<file path="src/rtl/servo_pwm_gen.sv">
// Two-channel servo PWM generator: latches clamped pan/tilt commands, slews the
// active commands once per frame and emits frame-aligned pulses plus a settled flag.
`timescale 1ns/1ps
module servo_pwm_gen #(
  parameter int CLK_HZ    = 50_000_000,
  parameter int PERIOD_US = 20000,
  parameter int BASE_US   = 1000,
  parameter int CMD_MAX   = 1000,
  parameter int CENTER    = 500,
  parameter int SLEW_STEP = 50
) (
  input  logic        clk,
  input  logic        rst_n,
  input  logic [10:0] pan,
  input  logic [10:0] tilt,
  input  logic        cmd_valid,
  output logic        pwm_pan,
  output logic        pwm_tilt,
  output logic        frame_strobe,
  output logic        settled
);

  localparam int DIV = CLK_HZ / 1_000_000;
  localparam int PW  = (DIV > 1) ? $clog2(DIV) : 1;
  localparam int FW  = $clog2(PERIOD_US);

  localparam logic [PW-1:0] PRESC_LAST = PW'(DIV - 1);
  localparam logic [FW-1:0] FRAME_LAST = FW'(PERIOD_US - 1);
  localparam logic [10:0]   CMD_MAX_C  = 11'(CMD_MAX);
  localparam logic [10:0]   CENTER_C   = 11'(CENTER);
  localparam logic [10:0]   SLEW_C     = 11'(SLEW_STEP);
  localparam logic [FW:0]   BASE_C     = (FW+1)'(BASE_US);

  logic [PW-1:0] r_presc;
  logic [FW-1:0] r_frame_cnt;
  logic [10:0]   r_tgt_pan, r_tgt_tilt;
  logic [10:0]   r_act_pan, r_act_tilt;
  logic          r_pwm_pan, r_pwm_tilt, r_frame_strobe, r_settled;

  logic          w_us_tick, w_frame_start;
  logic [FW:0]   w_thr_pan, w_thr_tilt;

  function automatic logic [10:0] clamp_cmd(input logic [10:0] cmd);
    return (cmd > CMD_MAX_C) ? CMD_MAX_C : cmd;
  endfunction

  // Signed 12-bit difference so a target below the active value does not wrap.
  function automatic logic [10:0] slew_next(input logic [10:0] act, input logic [10:0] tgt);
    logic signed [11:0] d;
    logic signed [11:0] mag;
    d   = $signed({1'b0, tgt}) - $signed({1'b0, act});
    mag = (d < 0) ? -d : d;
    if (SLEW_STEP == 0 || mag <= $signed({1'b0, SLEW_C})) return tgt;
    else if (d > 0)                                       return act + SLEW_C;
    else                                                  return act - SLEW_C;
  endfunction

  assign w_us_tick     = (r_presc == PRESC_LAST);
  assign w_frame_start = w_us_tick && (r_frame_cnt == FRAME_LAST);
  assign w_thr_pan     = BASE_C + (FW+1)'(r_act_pan);
  assign w_thr_tilt    = BASE_C + (FW+1)'(r_act_tilt);

  // NOTE: every clocked block uses non-blocking assignments so all registers
  // sample the pre-edge values of each other, independent of block order.
  always_ff @(posedge clk or negedge rst_n) begin
    if (!rst_n) begin
      r_presc     <= '0;
      r_frame_cnt <= '0;
    end else begin
      r_presc <= w_us_tick ? '0 : r_presc + PW'(1);
      if (w_us_tick)
        r_frame_cnt <= (r_frame_cnt == FRAME_LAST) ? '0 : r_frame_cnt + FW'(1);
    end
  end

  // The slew step reads the pre-edge target, so a command landing on the
  // frame_start edge takes effect one frame later.
  always_ff @(posedge clk or negedge rst_n) begin
    if (!rst_n) begin
      r_tgt_pan  <= CENTER_C;
      r_tgt_tilt <= CENTER_C;
      r_act_pan  <= CENTER_C;
      r_act_tilt <= CENTER_C;
    end else begin
      if (cmd_valid) begin
        r_tgt_pan  <= clamp_cmd(pan);
        r_tgt_tilt <= clamp_cmd(tilt);
      end
      if (w_frame_start) begin
        r_act_pan  <= slew_next(r_act_pan, r_tgt_pan);
        r_act_tilt <= slew_next(r_act_tilt, r_tgt_tilt);
      end
    end
  end

  always_ff @(posedge clk or negedge rst_n) begin
    if (!rst_n) begin
      r_pwm_pan      <= 1'b0;
      r_pwm_tilt     <= 1'b0;
      r_frame_strobe <= 1'b0;
      r_settled      <= 1'b1;
    end else begin
      r_pwm_pan      <= ({1'b0, r_frame_cnt} < w_thr_pan);
      r_pwm_tilt     <= ({1'b0, r_frame_cnt} < w_thr_tilt);
      r_frame_strobe <= w_frame_start;
      r_settled      <= (r_act_pan == r_tgt_pan) && (r_act_tilt == r_tgt_tilt);
    end
  end

  assign pwm_pan      = r_pwm_pan;
  assign pwm_tilt     = r_pwm_tilt;
  assign frame_strobe = r_frame_strobe;
  assign settled      = r_settled;

endmodule

</file>
<file path="config.mk">
export PLATFORM = sky130hd
export DESIGN_NAME = servo_pwm_gen
export DESIGN_NICKNAME = d
export VERILOG_FILES = /design/src/rtl/servo_pwm_gen.sv
export SDC_FILE = /design/constraint.sdc
export NUM_CORES = 1
export LEC_CHECK = 0
export BUFFER_PORTS_ARGS = -buffer_cell sky130_fd_sc_hd__buf_2
export CAP_MARGIN = 20
export CORE_ASPECT_RATIO = 1.1
export CORE_MARGIN = 2
export CORE_UTILIZATION = 68
export CTS_CLUSTER_SIZE = 40
export DETAILED_ROUTE_END_ITERATION = 16
export PLACE_DENSITY = 0.87
export SLEW_MARGIN = 20
export SYNTH_ARGS = -nofsm -noshare
export SYNTH_HDL_FRONTEND = slang
export SYNTH_SLANG_ARGS = --single-unit
</file>
<file path="constraint.sdc">
create_clock -name clk -period 9.5 [get_ports clk]
set_clock_uncertainty 0.05 [all_clocks]
set_input_delay 0.95 -clock clk [delete_from_list [all_inputs] [get_ports clk]]
set_output_delay 0.95 -clock clk [all_outputs]
set_load 0.03 [all_outputs]
</file>
==> results of run 1 <==
[state kept, by name, summed over array words and instances, names as in the netlist]
| register | flops |
|---|---|
| pwm_pan | 1 |
| frame_strobe | 1 |
| pwm_tilt | 1 |
| r_presc | 6 |
| r_act_pan | 11 |
| r_tgt_pan | 11 |
| r_act_tilt | 11 |
| r_frame_cnt | 15 |
| r_tgt_tilt | 11 |
| settled | 1 |
[cell families after synthesis]
kind of cell / count (synthesis) / synth area share
flops: 69 / 0.277
compound gates: 204 / 0.217
simple gates: 252 / 0.200
fa+ha+maj: 71 / 0.145
mux: 20 / 0.0327
buf+inv: 72 / 0.0459
xor+xnor: 60 / 0.0828
[layout by cell type (no fill, tap or decap), drive strengths merged, types with 5 or more instances in the layout]
cell	count
a21o	27
inv	50
nand3	20
a21oi	55
a31oi	10
nor2	68
and2	6
o211ai	5
nor2b	9
xnor2	37
or3	9
nor4	9
nor3	16
a211oi	9
clkbuf	10
xor2	23
ha	67
dfrtp	44
nand4	13
buf	30
nand2b	6
o21a	7
mux2i	17
and3	10
o21ai	45
dfstp	25
nand2	61
[synthesized netlist by cell type, types with 17 or more instances]
cell type,number
xor2_1,23
nor2_1,68
inv_1,48
nand2_1,61
ha_1,67
o21ai_0,42
dfstp_2,25
dfrtp_1,44
mux2i_1,17
a21o_1,27
a21oi_1,55
nand3_1,20
xnor2_1,37
[routing by layer]
metal,vias to the layer above,GRT usage,part of all wire
met3,36,0.0608,0.047
met2,159,0.536,0.51
met5,-,0,0
met1,2768,0.364,0.41
met4,0,0.135,0.032
li1,2759,-,-
[worst max-delay path by stage]
stage,start,endpoint,slack (ps)
3_5_place_dp,r_tgt_pan[0],r_act_pan[10],4090
5_1_grt,r_act_tilt[5],r_act_tilt[9],3680
6_report,r_act_pan[2],r_act_pan[10],4000
4_1_cts,r_tgt_pan[0],r_act_pan[10],4040
3_3_place_gp,r_act_pan[2],r_act_pan[10],4280
2_1_floorplan,r_act_pan[5],r_act_pan[10],4580
[worst max-delay path, stage by stage, from the launching register on]
cell and delay [ps]:
dfstp_2 530, inv_1 80, ha_1 490, o21ai_0 130, a21oi_1 350, o21ai_0 260, xor2_1 360, nand3_1 160
o41ai_2 760, ha_1 380, a21o_1 160, a21o_1 190, a21o_1 170, a21oi_1 200, o21ai_0 190, a31oi_1 230
xor2_1 190, or3_1 130, a21oi_1 60, a311o_1 310
[area by class of cell]
| class | count | area [µm²] | share of cell area |
|---|---|---|---|
| clock buffer | 10 | 138 | 0.0204 |
| clock inverter | 6 | 71.3 | 0.0106 |
| inverter | 49 | 184 | 0.0273 |
| multi-input combinational | 607 | 4300 | 0.637 |
| sequential | 69 | 1760 | 0.261 |
| tap | 114 | 143 | 0.0212 |
| timing repair buffer | 30 | 155 | 0.0230 |
[power by group through the flow]
stage / Sequential (mW) / Combinational (mW) / Clock, mW
2_1_floorplan: 0.313 / 0.138 / 0
3_3_place_gp: 0.316 / 0.172 / 0
3_5_place_dp: 0.317 / 0.179 / 0
4_1_cts: 0.311 / 0.180 / 0.259
5_1_grt: 0.312 / 0.202 / 0.269
6_report: 0.312 / 0.182 / 0.255
[metrics by stage]
stage                     area [µm²]  hold slack (ps)
final                           6740              462
after global routing            6740              481
after CTS                       6740              460
after detailed placement        6540              450
after global placement          6540              439
after floorplan                 6340              412
==> out/results.tsv, run 1 <==
stage	metric	value	unit
critical_path	startpoint_type	flip-flop	
cts	cts.sinks	69	
cts	cts.repair.resized	0	
power_and_ir_drop	clock_power_share	0.340	
yosys	synth.largest_area_cell	dfrtp_1	
cts	cts-hold-fix-buffers	0	
finish	final_net_count	862	
cts	cts.repair_timing.setup_buffer_count	0	
yosys	ys.warnings.count	0	
critical_path	crit-reg2reg-capture	r_act_pan[10]	
hold_path	hold_depth	2	
finish	final_core_utilization	0.752	
power_and_ir_drop	p_leak	2.98	nW
power_and_ir_drop	power.ir.vdd_worst	0.126	mV
global_route	grt_max_degree	70	
critical_path	ff2ff_path_depth	19	
critical_path	worst_setup_ep_type	flip-flop	
cts	htreeDepth	3	
hold_path	hold-path-endpoint	r_act_pan[2]	
cts	ctsLongestPathBuffers	2	
hold_path	worst_hold_startpoint	r_tgt_pan[2]	
cts	path_clk_slew	80	ps
power_and_ir_drop	power_switching	243	µW
timing	postLayoutSetupSlackWorst	4000	ps
placement	dp.final_hpwl	11.3	mm
global_route	globalRouteTotalUtil	0.309	
placement	gp_congestion	0.905	
power_and_ir_drop	p_seq_frac	0.416	
timing	slew-limit-headroom	0.375	
route	first_iter_violations	357	
floorplan	design.core.area	0.00896	mm²
finish	area_growth	6.29	%
power_and_ir_drop	power_density	111	mW/mm²
placement	dp.cells	869	
cts	worstSkewPairLatency	360	ps
yosys	synthFlopType	dfrtp_1	
route	vias_per_cell	6.47	
route	finalWirelength	14.9	mm
timing	fmax	182	MHz
critical_path	reg2reg_slack	4000	ps
yosys	syn_area	0.00634	mm²
floorplan	floorplan.rows	36	
flow_run	drv.max_cap_violation_count	0	
critical_path	cp.arrival	5710	ps
critical_path	crit_required	9700	ps
route	drt_first_pass_iters	7	
yosys	synthesis.nets	844	
yosys	syn_avg_cell_area	8.48	µm²
route	vias	5722	
route	ant_nets	0	
yosys	synth_edf_count	0	
cts	root_buffer	clkbuf_8	
global_route	grt_first_pass_wirelength	25.2	mm
global_route	grt_pass1_vias	5650	
timing	timing_worst_slew_pin_value	928	ps
critical_path	startpoint_of_the_worst_register_to_register_path	r_act_pan[2]	
yosys	netlist.area_leader.share	0.174	
placement	port_buffers	28	
yosys	yosys_register_bits	69	
timing	setup_viol_count_final	0	
floorplan	dieArea	0.0101	mm²
finish	final_layout_size_suffix_gt1_frac	0.118	
floorplan	chipWidth	96.1	µm
hold_path	worst_hold_path_type	flip-flop to flip-flop	
yosys	synth_cell_types	80	
critical_path	timing.setup.critical_path_class	flip-flop to flip-flop	
timing	minimum_clock_period_after_layout	5500	ps
power_and_ir_drop	finalPower	749	µW
timing	setup_tns	0	ps
timing	slew_viol_final	0	
cts	cts_tree	built	
cts	tritoncts_buffer_count	9	
floorplan	initial_utilization	0.708	
outcome	outcome	completed	
power_and_ir_drop	combPwrFrac	0.243	
finish	post_layout_nonfiller_instances	885	
timing	hold_viol_final	0	
floorplan	dieHeight	105	µm
placement	post-place-ws	4090	ps
yosys	synthesis.instances	748	
floorplan	io_pins	29	
finish	antenna_cells	0	
global_route	grt_overflow	0	
route	drt_drc_violations_left	0	
yosys	synth_sequential_area_ratio	0.277	
critical_path	critical_path.max_fanout	11	
timing	grt_setup_unrepaired	no	
timing	final_min_period_over_clock_period	0.579	
global_route	initial_antenna_violation_count	0	
yosys	synth-async-reset-ratio	1.00	
power_and_ir_drop	internal_power	506	µW
power_and_ir_drop	power.share.switching	0.325	
route	route.detailed.wl_per_inst	16.8	µm
finish	fillCellCount	648	
yosys	synth_area_leaders	dfrtp_1 17%, ha_1 13%, dfstp_2 10%	
No activity file was read; power rests on OpenSTA's default activity.
==> run 2: changes to the inputs <==
--- a/config.mk
+++ b/config.mk
@@ -9,10 +9,10 @@
 export CAP_MARGIN = 20
 export CORE_ASPECT_RATIO = 1.1
 export CORE_MARGIN = 2
-export CORE_UTILIZATION = 68
+export CORE_UTILIZATION = 63
 export CTS_CLUSTER_SIZE = 40
 export DETAILED_ROUTE_END_ITERATION = 16
-export PLACE_DENSITY = 0.87
+export PLACE_DENSITY = 0.81
 export SLEW_MARGIN = 20
 export SYNTH_ARGS = -nofsm -noshare
 export SYNTH_HDL_FRONTEND = slang
==> constraint.sdc (replaced) <==
create_clock -name clk -period 5.6 [get_ports clk]
set_clock_uncertainty 0.05 [all_clocks]
set_input_delay 0.56 -clock clk [delete_from_list [all_inputs] [get_ports clk]]
set_output_delay 0.56 -clock clk [all_outputs]
set_load 0.03 [all_outputs]
==> out/results.tsv, run 2 (synthesis gave the netlist of run 1 again) <==
stage	metric	value	unit	change
floorplan	initial_utilization	0.645		was 0.708
timing	hold_viol_final	0		unchanged
timing	setup_viol_count_final	0		unchanged
power_and_ir_drop	finalPower	1.36	mW	was 749 µW
timing	postLayoutSetupSlackWorst	330	ps	was 4000 ps
power_and_ir_drop	clock_power_share	0.381		was 0.340
route	route.detailed.wl_per_inst	17.2	µm	was 16.8 µm
critical_path	cp.arrival	5480	ps	was 5710 ps
cts	htreeDepth	3		unchanged
placement	port_buffers	28		unchanged
finish	largest_register_ff_count	15		unchanged
finish	layout.cells.most_common_list	68 x nor2_1, 67 x ha_1, 61 x nand2_1, 55 x a21oi_1, 48 x inv_1		unchanged
route	drt_drc_violations_left	0		unchanged
cts	cts_tree	built		unchanged
cts	tritoncts_buffer_count	9		unchanged
floorplan	chipWidth	99.7	µm	was 96.1 µm
floorplan	design.core.area	0.00984	mm²	was 0.00896 mm²
flow_run	drv.max_cap_violation_count	0		unchanged
critical_path	worst_setup_ep_type	flip-flop		unchanged
critical_path	crit_chain	inv_1 > ha_1 > and3_2 > a221oi_1 > xnor2_1 > a2111oi_1 > nand2_1 > o41ai_4 > buf_4 > ha_1 > a21o_1 > a21o_1 > a21oi_1 > o21ai_0 > a31oi_1 > xor2_1 > a21oi_1 > o22a_1		was inv_1 > ha_1 > o21ai_0 > a21oi_1 > o21ai_0 > xor2_1 > nand3_1 > o41ai_2 > ha_1 > a21o_1 > a21o_1 > a21o_1 > a21oi_1 > o21ai_0 > a31oi_1 > xor2_1 > or3_1 > a21oi_1 > a311o_1
global_route	initial_antenna_violation_count	0		unchanged
power_and_ir_drop	power.ir.vdd_worst	0.170	mV	was 0.126 mV
floorplan	io_pins	29		unchanged
cts	cts-hold-fix-buffers	0		unchanged
floorplan	floorplan.rows	38		was 36
timing	minimum_clock_period_after_layout	5270	ps	was 5500 ps
power_and_ir_drop	p_leak	3.01	nW	was 2.98 nW
timing	grt_setup_unrepaired	no		unchanged
power_and_ir_drop	power_density	200	mW/mm²	was 111 mW/mm²
route	drt_first_pass_iters	5		was 7
cts	ctsLongestPathBuffers	2		unchanged
route	first_iter_violations	290		was 357
power_and_ir_drop	p_seq_frac	0.388		was 0.416
critical_path	startpoint_type	flip-flop		unchanged
global_route	globalRouteTotalUtil	0.305		was 0.309
critical_path	critical-path-max-stage-delay	610	ps	was 760 ps
placement	post-place-ws	416	ps	was 4090 ps
critical_path	timing.setup.critical_path_class	flip-flop to flip-flop		unchanged
finish	largest_register	r_frame_cnt		unchanged
global_route	grt_pass1_vias	5752		was 5,650
route	ant_nets	0		unchanged
finish	final_layout_size_suffix_gt1_frac	0.119		was 0.118
timing	slew-limit-headroom	0.377		was 0.375
placement	dp.final_hpwl	11.5	mm	was 11.3 mm
power_and_ir_drop	combPwrFrac	0.231		was 0.243
critical_path	crit_required	5810	ps	was 9700 ps
outcome	outcome	completed		unchanged
timing	timing_worst_slew_pin_value	934	ps	was 928 ps
route	vias	5726		was 5,722
hold_path	worst_hold_path_type	input port to async pin		was flip-flop to flip-flop
route	vias_per_cell	6.41		was 6.47
route	finalWirelength	15.4	mm	was 14.9 mm
floorplan	dieHeight	109	µm	was 105 µm
critical_path	critical_path.max_fanout	7		was 11
critical_path	worst-path-buf-inv	2		was 1
finish	finalInstanceArea	0.00681	mm²	was 0.00674 mm²
timing	slew_viol_final	0		unchanged
critical_path	worst_path_dominant_cell_family	compound AO/OA/AOI/OAI gates		unchanged
finish	area_growth	7.30	%	was 6.29%
placement	gp_congestion	0.957		was 0.905
global_route	grt_max_degree	70		unchanged
global_route	grt_first_pass_wirelength	26.7	mm	was 25.2 mm
cts	worstSkewPairLatency	360	ps	about the same
finish	antenna_cells	0		unchanged
cts	root_buffer	clkbuf_8		unchanged
finish	final_core_utilization	0.692		was 0.752
power_and_ir_drop	power.share.switching	0.303		was 0.325
cts	cts.sinks	69		unchanged
power_and_ir_drop	power_switching	413	µW	was 243 µW
cts	path_clk_slew	90	ps	was 80 ps
finish	layout.cells.most_common	nor2_1		unchanged
power_and_ir_drop	internal_power	949	µW	was 506 µW
timing	setup_tns	0	ps	unchanged
critical_path	critPathSlowestCell	dfstp_2		was o41ai_2
finish	final_net_count	864		was 862
global_route	grt_overflow	0		unchanged
timing	fmax	190	MHz	was 182 MHz
placement	placed_area	0.00656	mm²	was 0.00654 mm²
timing	final_min_period_over_clock_period	0.941		was 0.579
floorplan	dieArea	0.0109	mm²	was 0.0101 mm²
[run 2: stage by stage]
| stage | instances | hold slack, ps |
|---|---|---|
| floorplan | 748 | 214 |
| global placement | 877 | 434 |
| detailed placement | 877 | 435 |
| CTS | 893 | 366 |
| global route | 893 | 378 |
| finish | 893 | 335 |
[run 2: routing by layer]
metal,wire [µm],global-route usage,up-vias
li1,-,-,2763
met1,6300,0.362,2769
met2,7960,0.556,153
met3,725,0.0487,41
met4,399,0.108,0
met5,0,0,-
[run 2: power by group through the flow]
stage / clock network (mW) / logic, mW / registers (mW)
after detailed placement: 0 / 0.309 / 0.537
after global routing: 0.542 / 0.352 / 0.529
final: 0.519 / 0.315 / 0.528
after CTS: 0.523 / 0.311 / 0.528
after global placement: 0 / 0.295 / 0.536
after floorplan: 0 / 0.234 / 0.532
[run 2: path summary, 6_finish.rpt]
check                      depth (start not counted)  slack [ps]             end          start
max                                               18         330  r_act_tilt[10]  r_act_tilt[5]
min                                                2         330    frame_strobe          rst_n
max reg2reg                                       18         330  r_act_tilt[10]  r_act_tilt[5]
min in group clk                                   3         380   r_tgt_tilt[3]        tilt[3]
max in group asynchronous                          2        4580   r_tgt_tilt[1]          rst_n
min reg2reg                                        2         440    r_act_pan[2]   r_tgt_pan[2]
[run 2: repair_timing]
action / CTS / global route
hold endpoints to repair: 0 / 0
buffers inserted: 0 / 0
setup endpoints to repair: 0 / 2
gates resized for setup: 0 / 1
[run 2: final cells by class]
type	count	area, µm²
Inverter	49	184
Fill cell	799	3030
Clock inverter	5	108
Clock buffer	11	141
Sequential cell	69	1760
Tap cell	120	150
Timing Repair Buffer	32	170
Multi-Input combinational cell	607	4300
